File: src/rtl/fetch_stage_pkg.sv
// ---------------------------------------------------------------------------
// fetch_stage_pkg
// Shared pipeline definitions for the instruction fetch stage:
//   - DEFAULT_RESET_PC / DEFAULT_NOP_INSTR : parameter defaults
//   - fetch_state_t : fetch FSM states (BOOT, RUN)
//   - if_id_t       : contents of the IF/ID pipeline register
//   - make_bubble   : builds the IF/ID value used for a pipeline bubble
// ---------------------------------------------------------------------------
package fetch_stage_pkg;

    localparam logic [31:0] DEFAULT_RESET_PC  = 32'hBFC00000;
    localparam logic [31:0] DEFAULT_NOP_INSTR = 32'h00000013;  // addi x0,x0,0

    typedef enum logic [0:0] {
        BOOT = 1'b0,
        RUN  = 1'b1
    } fetch_state_t;

    typedef struct packed {
        logic [31:0] instr;
        logic [31:0] pc;
        logic [31:0] pc_plus4;
        logic        valid;
    } if_id_t;

    // A bubble carries the NOP encoding with zeroed PCs and valid cleared.
    function automatic if_id_t make_bubble(input logic [31:0] nop);
        if_id_t b;
        b.instr    = nop;
        b.pc       = 32'h0;
        b.pc_plus4 = 32'h0;
        b.valid    = 1'b0;
        return b;
    endfunction

    // Instruction fetches are word aligned; the low two address bits are dropped.
    function automatic logic [31:0] word_align(input logic [31:0] addr);
        return {addr[31:2], 2'b00};
    endfunction

endpackage

File: src/rtl/fetch_stage_if_id_reg.sv
// ---------------------------------------------------------------------------
// if_id_reg
// IF/ID pipeline register with clear and enable.
//   clk    : clock
//   rst_n  : asynchronous active-low reset, loads BUBBLE
//   en     : load d on the rising edge
//   clr    : load BUBBLE on the rising edge (wins over en)
//   d      : next register contents
//   q      : registered contents
// ---------------------------------------------------------------------------
module if_id_reg
    import fetch_stage_pkg::*;
#(
    parameter type T      = if_id_t,
    parameter T    BUBBLE = '0
) (
    input  logic clk,
    input  logic rst_n,
    input  logic en,
    input  logic clr,
    input  T     d,
    output T     q
);

    always_ff @(posedge clk or negedge rst_n) begin
        if (!rst_n) begin
            q <= BUBBLE;
        end else if (clr) begin
            q <= BUBBLE;
        end else if (en) begin
            q <= d;
        end
    end

endmodule

File: src/rtl/fetch_stage.sv
// ---------------------------------------------------------------------------
// fetch_stage
// Instruction fetch stage: program counter, BOOT/RUN sequencing, IF/ID
// register, misaligned-redirect flag and accepted-instruction counter.
//   clk, rst_n        : clock, asynchronous active-low reset
//   stall_i           : hold PC and IF/ID
//   flush_i           : turn IF/ID into a bubble
//   redirect_i        : load redirect_pc_i (word aligned) into the PC
//   redirect_pc_i     : branch / jump target
//   instr_rd_i        : instruction word for instr_addr_o (combinational memory)
//   instr_addr_o      : current fetch address (PC_F)
//   instr_d_o, pc_d_o, pc_plus4_d_o, valid_d_o : IF/ID register contents
//   misalign_o        : one-cycle pulse after a redirect with non-zero low bits
//   fetch_count_o     : valid instructions accepted into IF/ID (wraps)
// ---------------------------------------------------------------------------
module fetch_stage
    import fetch_stage_pkg::*;
#(
    parameter logic [31:0] RESET_PC  = DEFAULT_RESET_PC,
    parameter logic [31:0] NOP_INSTR = DEFAULT_NOP_INSTR
) (
    input  logic        clk,
    input  logic        rst_n,
    input  logic        stall_i,
    input  logic        flush_i,
    input  logic        redirect_i,
    input  logic [31:0] redirect_pc_i,
    input  logic [31:0] instr_rd_i,
    output logic [31:0] instr_addr_o,
    output logic [31:0] instr_d_o,
    output logic [31:0] pc_d_o,
    output logic [31:0] pc_plus4_d_o,
    output logic        valid_d_o,
    output logic        misalign_o,
    output logic [31:0] fetch_count_o
);

    localparam if_id_t BUBBLE = make_bubble(NOP_INSTR);

    fetch_state_t state;
    logic [31:0]  pc_p0;
    logic [31:0]  pc_plus4_p0;
    logic         in_run;
    logic         if_id_en;
    logic         if_id_clr;
    logic         accept;
    if_id_t       if_id_d;
    if_id_t       if_id_p1;

    assign pc_plus4_p0  = pc_p0 + 32'd4;   // modulo 2^32, no carry out
    assign instr_addr_o = pc_p0;

    // Control inputs only take effect once the FSM has left BOOT.
    assign in_run    = (state == RUN);
    assign if_id_clr = in_run & (redirect_i | flush_i);
    assign if_id_en  = in_run & ~stall_i;
    assign accept    = in_run & ~redirect_i & ~flush_i & ~stall_i;

    always_comb begin
        if_id_d          = BUBBLE;
        if_id_d.instr    = instr_rd_i;
        if_id_d.pc       = pc_p0;
        if_id_d.pc_plus4 = pc_plus4_p0;
        if_id_d.valid    = 1'b1;
    end

    // ---- stage F: PC, FSM, misalign flag, counter ----
    always_ff @(posedge clk or negedge rst_n) begin
        if (!rst_n) begin
            state         <= BOOT;
            pc_p0         <= RESET_PC;
            misalign_o    <= 1'b0;
            fetch_count_o <= 32'h0;
        end else begin
            misalign_o <= 1'b0;
            if (state == BOOT) begin
                // BOOT edge: PC stays at RESET_PC so it is fetched on the next edge.
                state <= RUN;
            end else begin
                if (redirect_i) begin
                    pc_p0      <= word_align(redirect_pc_i);
                    misalign_o <= |redirect_pc_i[1:0];
                end else if (!stall_i) begin
                    pc_p0 <= pc_plus4_p0;
                end
                if (accept) begin
                    fetch_count_o <= fetch_count_o + 32'd1;
                end
            end
        end
    end

    // ---- stage F -> D: IF/ID register ----
    if_id_reg #(
        .T      (if_id_t),
        .BUBBLE (BUBBLE)
    ) u_if_id_reg (
        .clk   (clk),
        .rst_n (rst_n),
        .en    (if_id_en),
        .clr   (if_id_clr),
        .d     (if_id_d),
        .q     (if_id_p1)
    );

    assign instr_d_o    = if_id_p1.instr;
    assign pc_d_o       = if_id_p1.pc;
    assign pc_plus4_d_o = if_id_p1.pc_plus4;
    assign valid_d_o    = if_id_p1.valid;

endmodule

File: config.mk
export PLATFORM = sky130hd
export DESIGN_NAME = fetch_stage
export DESIGN_NICKNAME = d
export VERILOG_FILES = /design/src/rtl/fetch_stage_pkg.sv /design/src/rtl/fetch_stage_if_id_reg.sv /design/src/rtl/fetch_stage.sv
export SDC_FILE = /design/constraint.sdc
export NUM_CORES = 1
export LEC_CHECK = 0
export CELL_PAD_IN_SITES_DETAIL_PLACEMENT = 2
export CELL_PAD_IN_SITES_GLOBAL_PLACEMENT = 2
export CORE_MARGIN = 2
export CORE_UTILIZATION = 28
export CTS_BUF_LIST = sky130_fd_sc_hd__clkbuf_16
export DETAILED_ROUTE_END_ITERATION = 16
export GPL_TIMING_DRIVEN = 0
export PLACE_DENSITY_LB_ADDON = 0.05
export SLEW_MARGIN = 15
export SYNTH_ARGS = -nofsm -noshare
export SYNTH_HDL_FRONTEND = slang
export SYNTH_SLANG_ARGS = --single-unit
export TNS_END_PERCENT = 20
File: constraint.sdc
create_clock -name clk -period 2.5 [get_ports clk]
set_input_delay 0.5 -clock clk [delete_from_list [all_inputs] [get_ports clk]]
set_output_delay 0.5 -clock clk [all_outputs]
set_load 0.05 [all_outputs]
==> metrics.md, run 1 <==
| Metric | Value |
|---|---|
| First-pass GRT wire length | `42500 microns` |
| Setup bufs post-CTS | `0` |
| Largest net degree at the start of global routing | `90` |
| Synth top cells by count | `dfrtp_1 (146), nand2_1 (79), a22o_1 (57)` |
| Max-cap violations | `0` |
| WP buf/inv | `1` |
| RSZ-0062 raised after global routing | `yes` |
| H-tree depth | `4` |
| Overall power | `7.49 mW` |
| Main synth FF type | `dfrtp_1` |
| Dpl cell area | `9950 sq um` |
| Crit path time final | `2.42 ns` |
| Register bit total from synthesis | `158` |
| Post-Route WL | `27400 microns` |
| Leakage | `4.36 nW` |
| Pins Over Slew Limit | `0` |
| Total GRT Usage | `20.8%` |
| Die X | `165 microns` |
| Async S/R FF share, synth | `100%` |
| Critical Path RT | `2.00 ns` |
| Number of synthesis warnings | `0` |
| Via Count | `6390` |
| I/O pin count | `231` |
| Hold Buf Count CTS | `0` |
| Critical path arrival | `1.92 ns` |
| Avg WL per Cell | `21.6 microns` |
| Synthesized area | `7230 sq um` |
| # rows | `58` |
| First-pass DRT Iterations | `4` |
| Final global-route overflow total | `0` |
| PostCTS Resize Cnt | `3` |
| Worst-path fanout max | `8` |
| Initial drt markers | `312` |
| Clock transition at path regs | `0.07 ns` |
| Outcome | `finished clean` |
| Die area | `27100 sq um` |
| Setup ws final | `0.0819 ns` |
| GP Congestion | `0.783` |
| Die Y | `165 microns` |
| Top cell type's share of synthesized area | `50.6%` |
| CP delay by family, top | `buffers and inverters` |
| Crit-path cells | `clkdlybuf4s50_1` |
| Share of post-route cells with drive strength above 1 | `9.02%` |
| Seq/Total Area, Yosys | `54.9%` |
| Slew @ Worst Pin | `0.760 ns` |
| Final Skew | `0.0105 ns` |
| Area grow syn2layout | `45.6%` |
| Clk_lat worst skew | `0.43 ns` |
| Antenna violations before repair | `1` |
| FMAX | `414 MHz` |
| Area leader, netlist | `dfrtp_1` |
| CP endpoint kind | `primary output` |
| Vias per cell | `5.02` |
| Worst Setup Start Kind | `flip-flop` |
| Core ar. | `25300 sq um` |
| Nets@finish | `1001` |
| Yosys cell types | `53` |
| Final Instance Area | `10500 sq um` |
| Ant. Diodes | `0` |
| Maximum vdd drop | `0.000372 V` |
| Vias in the first global route | `7088` |
| Delay of the slowest critical-path stage | `0.85 ns` |
| Endpoints failing setup | `0` |
| Clock Sink Count | `158` |
| Clk buf depth | `2` |
| Syn Area/Cell | `10.6 sq um` |
| Hold/Removal Path Class | `input pin to asynchronous set/reset pin` |
| Synth Instances | `682` |
| Setup tns final | `0 ns` |
| Clock buffer count from CTS | `17` |
| Dpl ws | `-0.602 ns` |
| P per Cell Area | `712 nW/um^2` |
| Worst slew margin | `49.3%` |
| CTS tree | `built` |
| Final hold vios | `0` |
| WS Path Type | `flip-flop to primary output` |
| Number of port buffers | `227` |
| DPL Wire Length | `20400 microns` |
| Top cells by area, synth | `dfrtp_1 (51%), a22o_1 (6.9%), xnor2_1 (4.8%), dfstp_2 (4.4%), nand2_1 (4.1%)` |
| Detail Route Antenna Nets | `0` |
| Most frequent cell after synthesis | `dfrtp_1` |
| CTS root buf | `clkbuf_16` |
| EDFF count, synth | `0` |
| Post-route clock period utilization | `96.7%` |
| Initial Util | `28.6%` |
| DRC viols | `0` |
| Slowest-stage cell, CP | `clkdlybuf4s50_1` |
==> kinds of logic after synthesis <==
logic type,count (synthesis),synth area share [%]
AOI/OAI and AO/OA,163,15.7
xor gates and xnor gates,59,7.15
adders and majority gates,2,0.346
buffers and inverters,70,4.29
DFF,158,54.9
muxes,12,1.66
other,2,0.104
and+or+nand+nor,216,15.8
==> power breakdown <==
group          total (mW)  switching, mW  internal (mW)
Sequential           2.96          0.204           2.76
Clock                2.56           1.17           1.39
Combinational        1.97           1.30          0.671
==> cell type report <==
class | count | area [sq um]
well taps | 330 | 413
multi-input cells | 455 | 2950
repair buffers | 228 | 2300
fillers | 2711 | 14700
clock buffers | 17 | 425
plain buffers | 57 | 267
inverters | 13 | 48.8
clock inverters | 14 | 136
flip-flops and latches | 158 | 3970
==> metal layers <==
metal | up-vias | track usage, % | wire [microns]
met5 | - | 0 | 13
met4 | 2 | 5.06 | 232
met3 | 20 | 3.97 | 1180
met2 | 165 | 35.6 | 13800
met1 | 3265 | 27.1 | 12200
li1 | 2938 | - | -
==> stage by stage <==
stage | hold slack (ns) | std cells | util [%]
floorplan | 0.204 | 683 | -
detailed placement | 0.478 | 1241 | 39.4
finish | 0.0525 | 1272 | 41.6
CTS | 0.0937 | 1272 | 41.6
global placement | 0.458 | 1240 | 39.3
global route | 0.0960 | 1272 | 41.6
==> flip-flops by register name, summed over array words and instances (netlist names) <==
register       count
u_if_id_reg.q     94
in_run             1
misalign_o         1
fetch_count_o     32
instr_addr_o      30
==> path summary, 6_finish.rpt <==
kind	cells after the start	from	to	slack (ns)
setup / recovery	1	instr_addr_o[22]	instr_addr_o[22]	0.08
hold / removal	1	rst_n	u_if_id_reg.q[90]	0.05
setup reg to reg	6	instr_addr_o[2]	instr_addr_o[20]	0.20
hold reg to reg	2	u_if_id_reg.q[32]	u_if_id_reg.q[32]	0.48
max in group asynchronous	2	rst_n	instr_addr_o[25]	1.56
min in group clk	2	u_if_id_reg.q[32]	u_if_id_reg.q[32]	0.48
==> placed cells by master, fill, tap and decap left out, types with 5 or more instances in the layout <==
master | netlist | final
clkdlybuf4s50_1 | 0 | 226
dfrtp_1 | 146 | 146
nand2_1 | 79 | 79
a22o_1 | 57 | 57
xnor2_1 | 40 | 40
nor2_1 | 35 | 35
o21ai_0 | 33 | 33
clkbuf_1 | 30 | 27
o22ai_1 | 24 | 24
a21oi_1 | 24 | 23
nand3_1 | 19 | 19
xor2_1 | 19 | 19
buf_2 | 16 | 17
nor3_1 | 17 | 17
clkbuf_16 | 0 | 17
nand4_1 | 15 | 15
inv_1 | 13 | 14
mux2i_1 | 12 | 12
dfstp_2 | 12 | 12
and4_1 | 11 | 11
and3_1 | 9 | 9
nor4_1 | 9 | 9
buf_4 | 5 | 5
inv_6 | 0 | 5
No activity file was read; power rests on OpenSTA's default activity.
==> run 2, diff against run 1 <==
--- a/config.mk
+++ b/config.mk
@@ -10,6 +10,7 @@
 export CORE_MARGIN = 2
 export CORE_UTILIZATION = 28
 export CTS_BUF_LIST = sky130_fd_sc_hd__clkbuf_16
+export CTS_CLUSTER_SIZE = 28
 export DETAILED_ROUTE_END_ITERATION = 16
 export GPL_TIMING_DRIVEN = 0
 export PLACE_DENSITY_LB_ADDON = 0.05
==> results of run 2 <==
The final DEF is identical to that of run 1; final timing and power are the same.
==> run 3, diff against run 2 <==
--- a/config.mk
+++ b/config.mk
@@ -5,6 +5,7 @@
 export SDC_FILE = /design/constraint.sdc
 export NUM_CORES = 1
 export LEC_CHECK = 0
+export CAP_MARGIN = 20
 export CELL_PAD_IN_SITES_DETAIL_PLACEMENT = 2
 export CELL_PAD_IN_SITES_GLOBAL_PLACEMENT = 2
 export CORE_MARGIN = 2
==> results of run 3 <==
The final DEF is identical to that of run 1; final timing and power are the same.
